--- config.mk ---
export PLATFORM = sky130hd
export DESIGN_NAME = clk_div_bank_flat
export DESIGN_NICKNAME = d
export VERILOG_FILES = /design/src/rtl/clk_div_pkg.sv /design/src/rtl/clk_div_bank_if.sv /design/src/rtl/clk_div_channel.sv /design/src/rtl/clk_div_bank.sv /design/src/flat_wrapper.sv
export SDC_FILE = /design/constraint.sdc
export NUM_CORES = 1
export LEC_CHECK = 0
export BUFFER_PORTS_ARGS = -buffer_cell sky130_fd_sc_hd__buf_2
export CAP_MARGIN = 10
export CORE_AREA = 10 10 205 149
export CTS_CLUSTER_SIZE = 8
export DETAILED_ROUTE_END_ITERATION = 10
export DIE_AREA = 0 0 215 159
export PLACE_DENSITY = 0.74
export SYNTH_ARGS = -nofsm -noshare
export SYNTH_HDL_FRONTEND = slang
export SYNTH_SLANG_ARGS = --single-unit
--- constraint.sdc ---
create_clock -name clkin -period 3.1 [get_ports clkin]
set_clock_uncertainty 0.2 [all_clocks]
set_input_delay 0.62 -clock clkin [delete_from_list [all_inputs] [get_ports clkin]]
set_output_delay 0.62 -clock clkin [all_outputs]
set_load 0.05 [all_outputs]
--- src/rtl/clk_div_pkg.sv ---
`default_nettype none
// ============================================================================
// Module   : clk_div_pkg
// Brief    : Shared widths, 50 MHz divisor presets and index-width helper
//            for the clk_div_bank divider family.
// Revision : 1.0 - initial release
// ============================================================================
package clk_div_pkg;

    localparam int CNT_W_DEFAULT = 26;

    // Divisors are half-period minus one, in 50 MHz clock cycles
    localparam int DIV_1KHZ    = 24_999;
    localparam int DIV_60KHZ   = 415;
    localparam int DIV_FAST    = 5;
    localparam int DIV_VGA_PIX = 0;

    function automatic int ch_idx_w(input int n);
        return (n > 1) ? $clog2(n) : 1;
    endfunction

endpackage
`default_nettype wire

--- src/rtl/clk_div_bank_if.sv ---
`default_nettype none
// ============================================================================
// Module   : clk_div_bank_if
// Brief    : Divisor-load handshake bundle between a host and clk_div_bank.
// Revision : 1.0 - initial release
// ============================================================================
interface clk_div_bank_if #(
    parameter int NUM_CH = 4,
    parameter int CNT_W  = clk_div_pkg::CNT_W_DEFAULT
);
    import clk_div_pkg::*;

    localparam int CH_W = ch_idx_w(NUM_CH);

    logic             load_valid;
    logic             load_ready;
    logic [CH_W-1:0]  load_ch;
    logic [CNT_W-1:0] load_div;
    logic             load_err;

    modport master (
        output load_valid,
        output load_ch,
        output load_div,
        input  load_ready,
        input  load_err
    );

    modport slave (
        input  load_valid,
        input  load_ch,
        input  load_div,
        output load_ready,
        output load_err
    );

endinterface
`default_nettype wire

--- src/rtl/clk_div_channel.sv ---
`default_nettype none
// ============================================================================
// Module   : clk_div_channel
// Brief    : One divider channel: counter, active/pending divisor, square
//            output and terminal-count tick.
// Revision : 1.0 - initial release
// ============================================================================
module clk_div_channel #(
    parameter int CNT_W    = clk_div_pkg::CNT_W_DEFAULT,
    parameter int DIV_INIT = clk_div_pkg::DIV_1KHZ
) (
    input  wire             clk,
    input  wire             rst_N,
    input  wire             en,
    input  wire             load_stb,
    input  wire [CNT_W-1:0] load_div,
    output logic            busy,
    output logic            tick,
    output logic            clkout
);

    localparam logic [CNT_W-1:0] C_DIV_INIT = CNT_W'(DIV_INIT);

    logic [CNT_W-1:0] cnt_q,      cnt_d;
    logic [CNT_W-1:0] div_act_q,  div_act_d;
    logic [CNT_W-1:0] div_pend_q, div_pend_d;
    logic             busy_q,     busy_d;
    logic             tick_q,     tick_d;
    logic             clkout_q,   clkout_d;
    logic             w_term;

    // Compare before increment so an all-ones divisor never wraps the counter
    assign w_term = (cnt_q == div_act_q);

    always_comb begin
        cnt_d      = cnt_q;
        div_act_d  = div_act_q;
        div_pend_d = div_pend_q;
        busy_d     = busy_q;
        tick_d     = 1'b0;
        clkout_d   = clkout_q;

        if (!en) begin
            cnt_d    = '0;
            clkout_d = 1'b0;
            if (busy_q) begin
                div_act_d = div_pend_q;
                busy_d    = 1'b0;
            end
        end else if (w_term) begin
            cnt_d    = '0;
            clkout_d = ~clkout_q;
            tick_d   = 1'b1;
            if (busy_q) begin
                div_act_d = div_pend_q;
                busy_d    = 1'b0;
            end
        end else begin
            cnt_d = cnt_q + CNT_W'(1);
        end

        // A load only arrives while idle, so it lands after this cycle's apply
        if (load_stb) begin
            div_pend_d = load_div;
            busy_d     = 1'b1;
        end
    end

    always_ff @(posedge clk) begin
        if (!rst_N) begin
            cnt_q      <= '0;
            div_act_q  <= C_DIV_INIT;
            div_pend_q <= '0;
            busy_q     <= 1'b0;
            tick_q     <= 1'b0;
            clkout_q   <= 1'b0;
        end else begin
            cnt_q      <= cnt_d;
            div_act_q  <= div_act_d;
            div_pend_q <= div_pend_d;
            busy_q     <= busy_d;
            tick_q     <= tick_d;
            clkout_q   <= clkout_d;
        end
    end

    assign busy   = busy_q;
    assign tick   = tick_q;
    assign clkout = clkout_q;

endmodule
`default_nettype wire

--- src/rtl/clk_div_bank.sv ---
`default_nettype none
// ============================================================================
// Module   : clk_div_bank
// Brief    : Bank of NUM_CH programmable tick/square-wave dividers with a
//            valid/ready divisor-load port.
// Revision : 1.0 - initial release
// ============================================================================
module clk_div_bank #(
    parameter int NUM_CH   = 4,
    parameter int CNT_W    = clk_div_pkg::CNT_W_DEFAULT,
    parameter int DIV_INIT = clk_div_pkg::DIV_1KHZ
) (
    input  wire              clkin,
    input  wire              rst_N,
    input  wire [NUM_CH-1:0] ch_en,
    clk_div_bank_if.slave    ld,
    output logic [NUM_CH-1:0] busy,
    output logic [NUM_CH-1:0] tick,
    output logic [NUM_CH-1:0] clkout
);
    import clk_div_pkg::*;

    localparam int CH_W  = ch_idx_w(NUM_CH);
    localparam int IDX_N = 1 << CH_W;

    logic [IDX_N-1:0]  w_busy_ext;
    logic              w_in_range;
    logic              w_accept;
    logic [NUM_CH-1:0] w_load_stb;
    logic              load_err_q, load_err_d;

    // Widen busy to the full index space so out-of-range indices read as idle
    assign w_busy_ext    = IDX_N'(busy);
    assign w_in_range    = (32'(ld.load_ch) < NUM_CH);
    assign ld.load_ready = rst_N & (~w_in_range | ~w_busy_ext[ld.load_ch]);
    assign w_accept      = ld.load_valid & ld.load_ready;

    always_comb begin
        load_err_d = w_accept & ~w_in_range;
    end

    always_ff @(posedge clkin) begin
        if (!rst_N) begin
            load_err_q <= 1'b0;
        end else begin
            load_err_q <= load_err_d;
        end
    end

    assign ld.load_err = load_err_q;

    for (genvar gi = 0; gi < NUM_CH; gi++) begin : g_ch
        assign w_load_stb[gi] = w_accept & w_in_range & (32'(ld.load_ch) == gi);

        clk_div_channel #(
            .CNT_W    (CNT_W),
            .DIV_INIT (DIV_INIT)
        ) u_ch (
            .clk      (clkin),
            .rst_N    (rst_N),
            .en       (ch_en[gi]),
            .load_stb (w_load_stb[gi]),
            .load_div (ld.load_div),
            .busy     (busy[gi]),
            .tick     (tick[gi]),
            .clkout   (clkout[gi])
        );
    end

endmodule
`default_nettype wire

--- src/flat_wrapper.sv ---
// flat-port wrapper written by rule: the top's interface ports become plain ports
module clk_div_bank_flat import clk_div_pkg::*;
#(
    parameter int NUM_CH   = 4,
    parameter int CNT_W    = clk_div_pkg::CNT_W_DEFAULT,
    parameter int DIV_INIT = clk_div_pkg::DIV_1KHZ
)
  (clkin, rst_N, ch_en, busy, tick, clkout, ld_load_valid, ld_load_ch, ld_load_div, ld_load_ready, ld_load_err);
  clk_div_bank_if #(.NUM_CH(NUM_CH), .CNT_W(CNT_W)) ld_i ();
  input  wire clkin;
  input  wire rst_N;
  input  wire [NUM_CH-1:0] ch_en;
  output logic [NUM_CH-1:0] busy;
  output logic [NUM_CH-1:0] tick;
  output logic [NUM_CH-1:0] clkout;
  input wire logic [$bits(ld_i.load_valid)-1:0] ld_load_valid;
  input wire logic [$bits(ld_i.load_ch)-1:0] ld_load_ch;
  input wire logic [$bits(ld_i.load_div)-1:0] ld_load_div;
  output wire logic [$bits(ld_i.load_ready)-1:0] ld_load_ready;
  output wire logic [$bits(ld_i.load_err)-1:0] ld_load_err;
  assign ld_i.load_valid = ld_load_valid;
  assign ld_i.load_ch = ld_load_ch;
  assign ld_i.load_div = ld_load_div;
  assign ld_load_ready = ld_i.load_ready;
  assign ld_load_err = ld_i.load_err;
  clk_div_bank #(.NUM_CH(NUM_CH), .CNT_W(CNT_W), .DIV_INIT(DIV_INIT)) u_core (.clkin(clkin), .rst_N(rst_N), .ch_en(ch_en), .ld(ld_i), .busy(busy), .tick(tick), .clkout(clkout));
endmodule
==> qor.csv <==
stage;metric;value;unit
outcome;status;complete, no violations;
detailed_routing;avgViaCountPerCell;5.39;
yosys;ys_ff_latch;324;
placement;dp_hpwl;22.8;mm
setup_path;r2r-start;u_core.g_ch[1].u_ch.cnt_q[17];
finish;layout-drive-gt1-share;8.02;%
yosys;syn_inst;1640;
setup_path;path_delay_family;simple AND/OR/NAND/NOR gates;
finish;fillers;2303;
setup_path;crit_path_max_incr_delay;0.47;ns
placement;preCtsSetupSlack;0.414;ns
yosys;synth.distinct_cells;42;
die;die_area;34200;um2
job;drv_cap;0;
cts;cts_resized;0;
placement;portBuffers;47;
cts;hold_buffers;0;
timing;rsz0062_at_grt;no;
cts;cts_root_buf;clkbuf_16;
setup_path;crit_chain;xor2_1 > nor4_1 > nand4_1 > o32ai_4 > buf_4 > mux2i_1;
placement;place_area;14800;um2
timing;fin_crit;2.77;ns
yosys;synthFlopType;dfxtp_1;
worst_hold_path;hold_end;u_core.g_ch[3].u_ch.tick;
cts;cts_buffer_depth;3;
timing;timing.setup.tns;0;ns
setup_path;crit_required;3.36;ns
yosys;yosys-top-cells-area;dfxtp_1 (45%), nand2_1 (10%), mux2i_1 (7.2%), xor2_1 (6.2%), xnor2_1 (5.8%);
detailed_routing;dr.pass1.iters;5;
setup_path;reg2reg_slack;0.33;ns
die;die_x;215;um
detailed_routing;routedWlPerCell;16.4;um
yosys;yosysTopAreaCellShare;45.0;%
yosys;synth-edff-count;0;
cts;htree_levels;2;
die;rows;50;
setup_path;critPathArrivalTime;3.03;ns
placement;place.gp.congestion;0.844;
yosys;synth.cell_area;14400;um2
cts;clock_sinks;324;
die;coreArea;26500;um2
worst_hold_path;whs_path_depth;3;
finish;finalInstanceArea;16000;um2
setup_path;endpoint_kind;flip-flop;
yosys;syn-num-nets;1679;
die;die_h;159;um
timing;finalHoldViolations;0;
timing;max_freq;361;MHz
finish;final_common_cell;nand2_1;
cts;path_clk_slew;0.05;ns
setup_path;startpoint_type;flip-flop;
detailed_routing;vias;10900;
cts;numCtsBuffers;46;
cts;clock_latency;0.54;ns
global_routing;grt_max_degree;117;
yosys;avgSynthCellArea;8.79;um2
global_routing;grt_pass1_wl;54.0;mm
setup_path;cp_max_fo;26;
timing;setup_ws;0.327;ns
timing;drv_slew;0;
setup_path;worstReg2RegEnd;u_core.g_ch[1].u_ch.div_act_q[14];
detailed_routing;drtIter0Drc;1002;
finish;diodes;0;
timing;holdWs;0.192;ns
setup_path;setup.worst_path.class;reg -> reg;
worst_hold_path;hp-class;in -> reg;
setup_path;slowest_stage;dfxtp_1;
global_routing;grt_usage;19.0;%
global_routing;grt_pass1_vias;10600;
finish;syn2layout_area_growth;11.3;%
finish;layout_common_cells;nand2_1 (391), dfxtp_1 (324), nor2_1 (136), a21boi_0 (104), mux2i_1 (104);
yosys;async_flop_share;0;%
pwr;power;9.16;mW
yosys;synth_top_area_cell;dfxtp_1;
die;initial_core_util;54.5;%
pwr;peakVddDrop;0.474;mV
finish;layout.nets;1695;
cts;cts_tree;built;
global_routing;grt_overflow;0;
timing;setup_viol;0;
timing;max_slew_margin;33.1;%
pwr;power.leakage;5.47;nW
timing;worst_pin_slew;1.00;ns
timing;fin_crit_sh;89.4;%
setup_path;r2r.worst_path.cells;6;
yosys;ys_seq_area_share;45.0;%
pwr;pwr_density_cell;571;nW/um2
detailed_routing;route.detailed.drc;0;
detailed_routing;ant_nets;0;
setup_path;cp_num_buf_inv;1;
global_routing;antenna_found_initial;0;
worst_hold_path;hold_path.startpoint;ch_en[3];
detailed_routing;wl;33.2;mm
cts;post_cts_buffers;0;
yosys;yosysWarnings;0;
die;io-pin-count;49;
==> how the worst max path moves through the flow <==
| stage | cells past startpoint | endpoint | start |
|---|---|---|---|
| floorplan | 4 | ld_load_ready | rst_N |
| global placement | 4 | ld_load_ready | ld_load_ch[0] |
| detailed placement | 6 | u_core.g_ch[1].u_ch.div_act_q[14] | u_core.g_ch[1].u_ch.cnt_q[17] |
| CTS | 6 | u_core.g_ch[1].u_ch.div_act_q[0] | u_core.g_ch[1].u_ch.cnt_q[17] |
| global route | 6 | u_core.g_ch[1].u_ch.div_act_q[14] | u_core.g_ch[1].u_ch.cnt_q[17] |
| finish | 6 | u_core.g_ch[1].u_ch.div_act_q[14] | u_core.g_ch[1].u_ch.cnt_q[17] |
==> flip-flops by register name, summed over array words and instances (netlist names) <==
name,flops
u_core.g_ch.u_ch.div_act_q,104
u_core.g_ch.u_ch.tick,4
u_core.g_ch.u_ch.busy,4
u_core.g_ch.u_ch.div_pend_q,104
u_core.g_ch.u_ch.clkout,4
u_core.g_ch.u_ch.cnt_q,104
==> cell families after synthesis <==
family / after synthesis / synth area share (%)
flip-flops: 324 / 45.0
XOR/XNOR: 198 / 12.0
adder cells (fa/ha/maj): 4 / 0.347
buffers and inverters: 123 / 4.67
multiplexers: 105 / 7.38
AO/OA/AOI/OAI: 128 / 6.71
AND/OR/NAND/NOR: 757 / 23.8
other: 1 / 0.0260
==> routing by layer <==
layer  track usage, %  part of all wire [%]
met3             3.62                   5.7
met2             28.9                    44
met4             4.50                   1.5
met1             27.1                    49
met5                0                     0
==> synthesized netlist by cell type, types with 2 or more instances <==
| master | count |
|---|---|
| a21boi_0 | 104 |
| a21oi_1 | 6 |
| and3_1 | 10 |
| and4_1 | 13 |
| buf_12 | 6 |
| buf_2 | 10 |
| buf_4 | 13 |
| buf_6 | 4 |
| buf_8 | 2 |
| clkbuf_1 | 66 |
| dfxtp_1 | 324 |
| ha_1 | 4 |
| inv_1 | 22 |
| mux2i_1 | 104 |
| nand2_1 | 391 |
| nand3_1 | 35 |
| nand4_1 | 25 |
| nand4bb_1 | 4 |
| nor2_1 | 136 |
| nor2b_1 | 65 |
| nor3_1 | 31 |
| nor3b_1 | 2 |
| nor4_1 | 25 |
| o21ai_0 | 10 |
| o21bai_2 | 3 |
| o32ai_2 | 4 |
| or3_1 | 7 |
| or4_1 | 4 |
| xnor2_1 | 96 |
| xor2_1 | 102 |
==> stage by stage <==
step                      instances  utilization (%)
after global routing           2022             60.6
after floorplan                1640                -
after detailed placement       1972             55.9
after global placement         1972             55.9
after CTS                      2022             60.6
final                          2022             60.6
==> worst reg2reg max path, delay by kind of cell, from the launching register on <==
| family | cells | cell delay [ns] |
|---|---|---|
| and+or+nand+nor | 2 | 0.84 |
| DFF | 1 | 0.47 |
| buffers and inverters | 1 | 0.44 |
| xor gates and xnor gates | 1 | 0.11 |
| muxes | 1 | 0.28 |
| AOI/OAI and AO/OA | 1 | 0.35 |
==> area by class of cell <==
cell class / count / area, um2 / area share [%]
Clock inverter: 1 / 30.0 / 0.187
Timing Repair Buffer: 69 / 444 / 2.77
Clock buffer: 49 / 1230 / 7.64
Sequential cell: 324 / 6490 / 40.4
Multi-Input combinational cell: 1193 / 7320 / 45.6
Inverter: 22 / 82.6 / 0.515
Tap cell: 364 / 455 / 2.84
==> report_power, final <==
group          internal, mW  switching [mW]
Combinational         0.131           0.248
Sequential             4.22          0.0374
Clock                  2.82            1.70
Note: power is estimated with default switching activity, not from simulation.
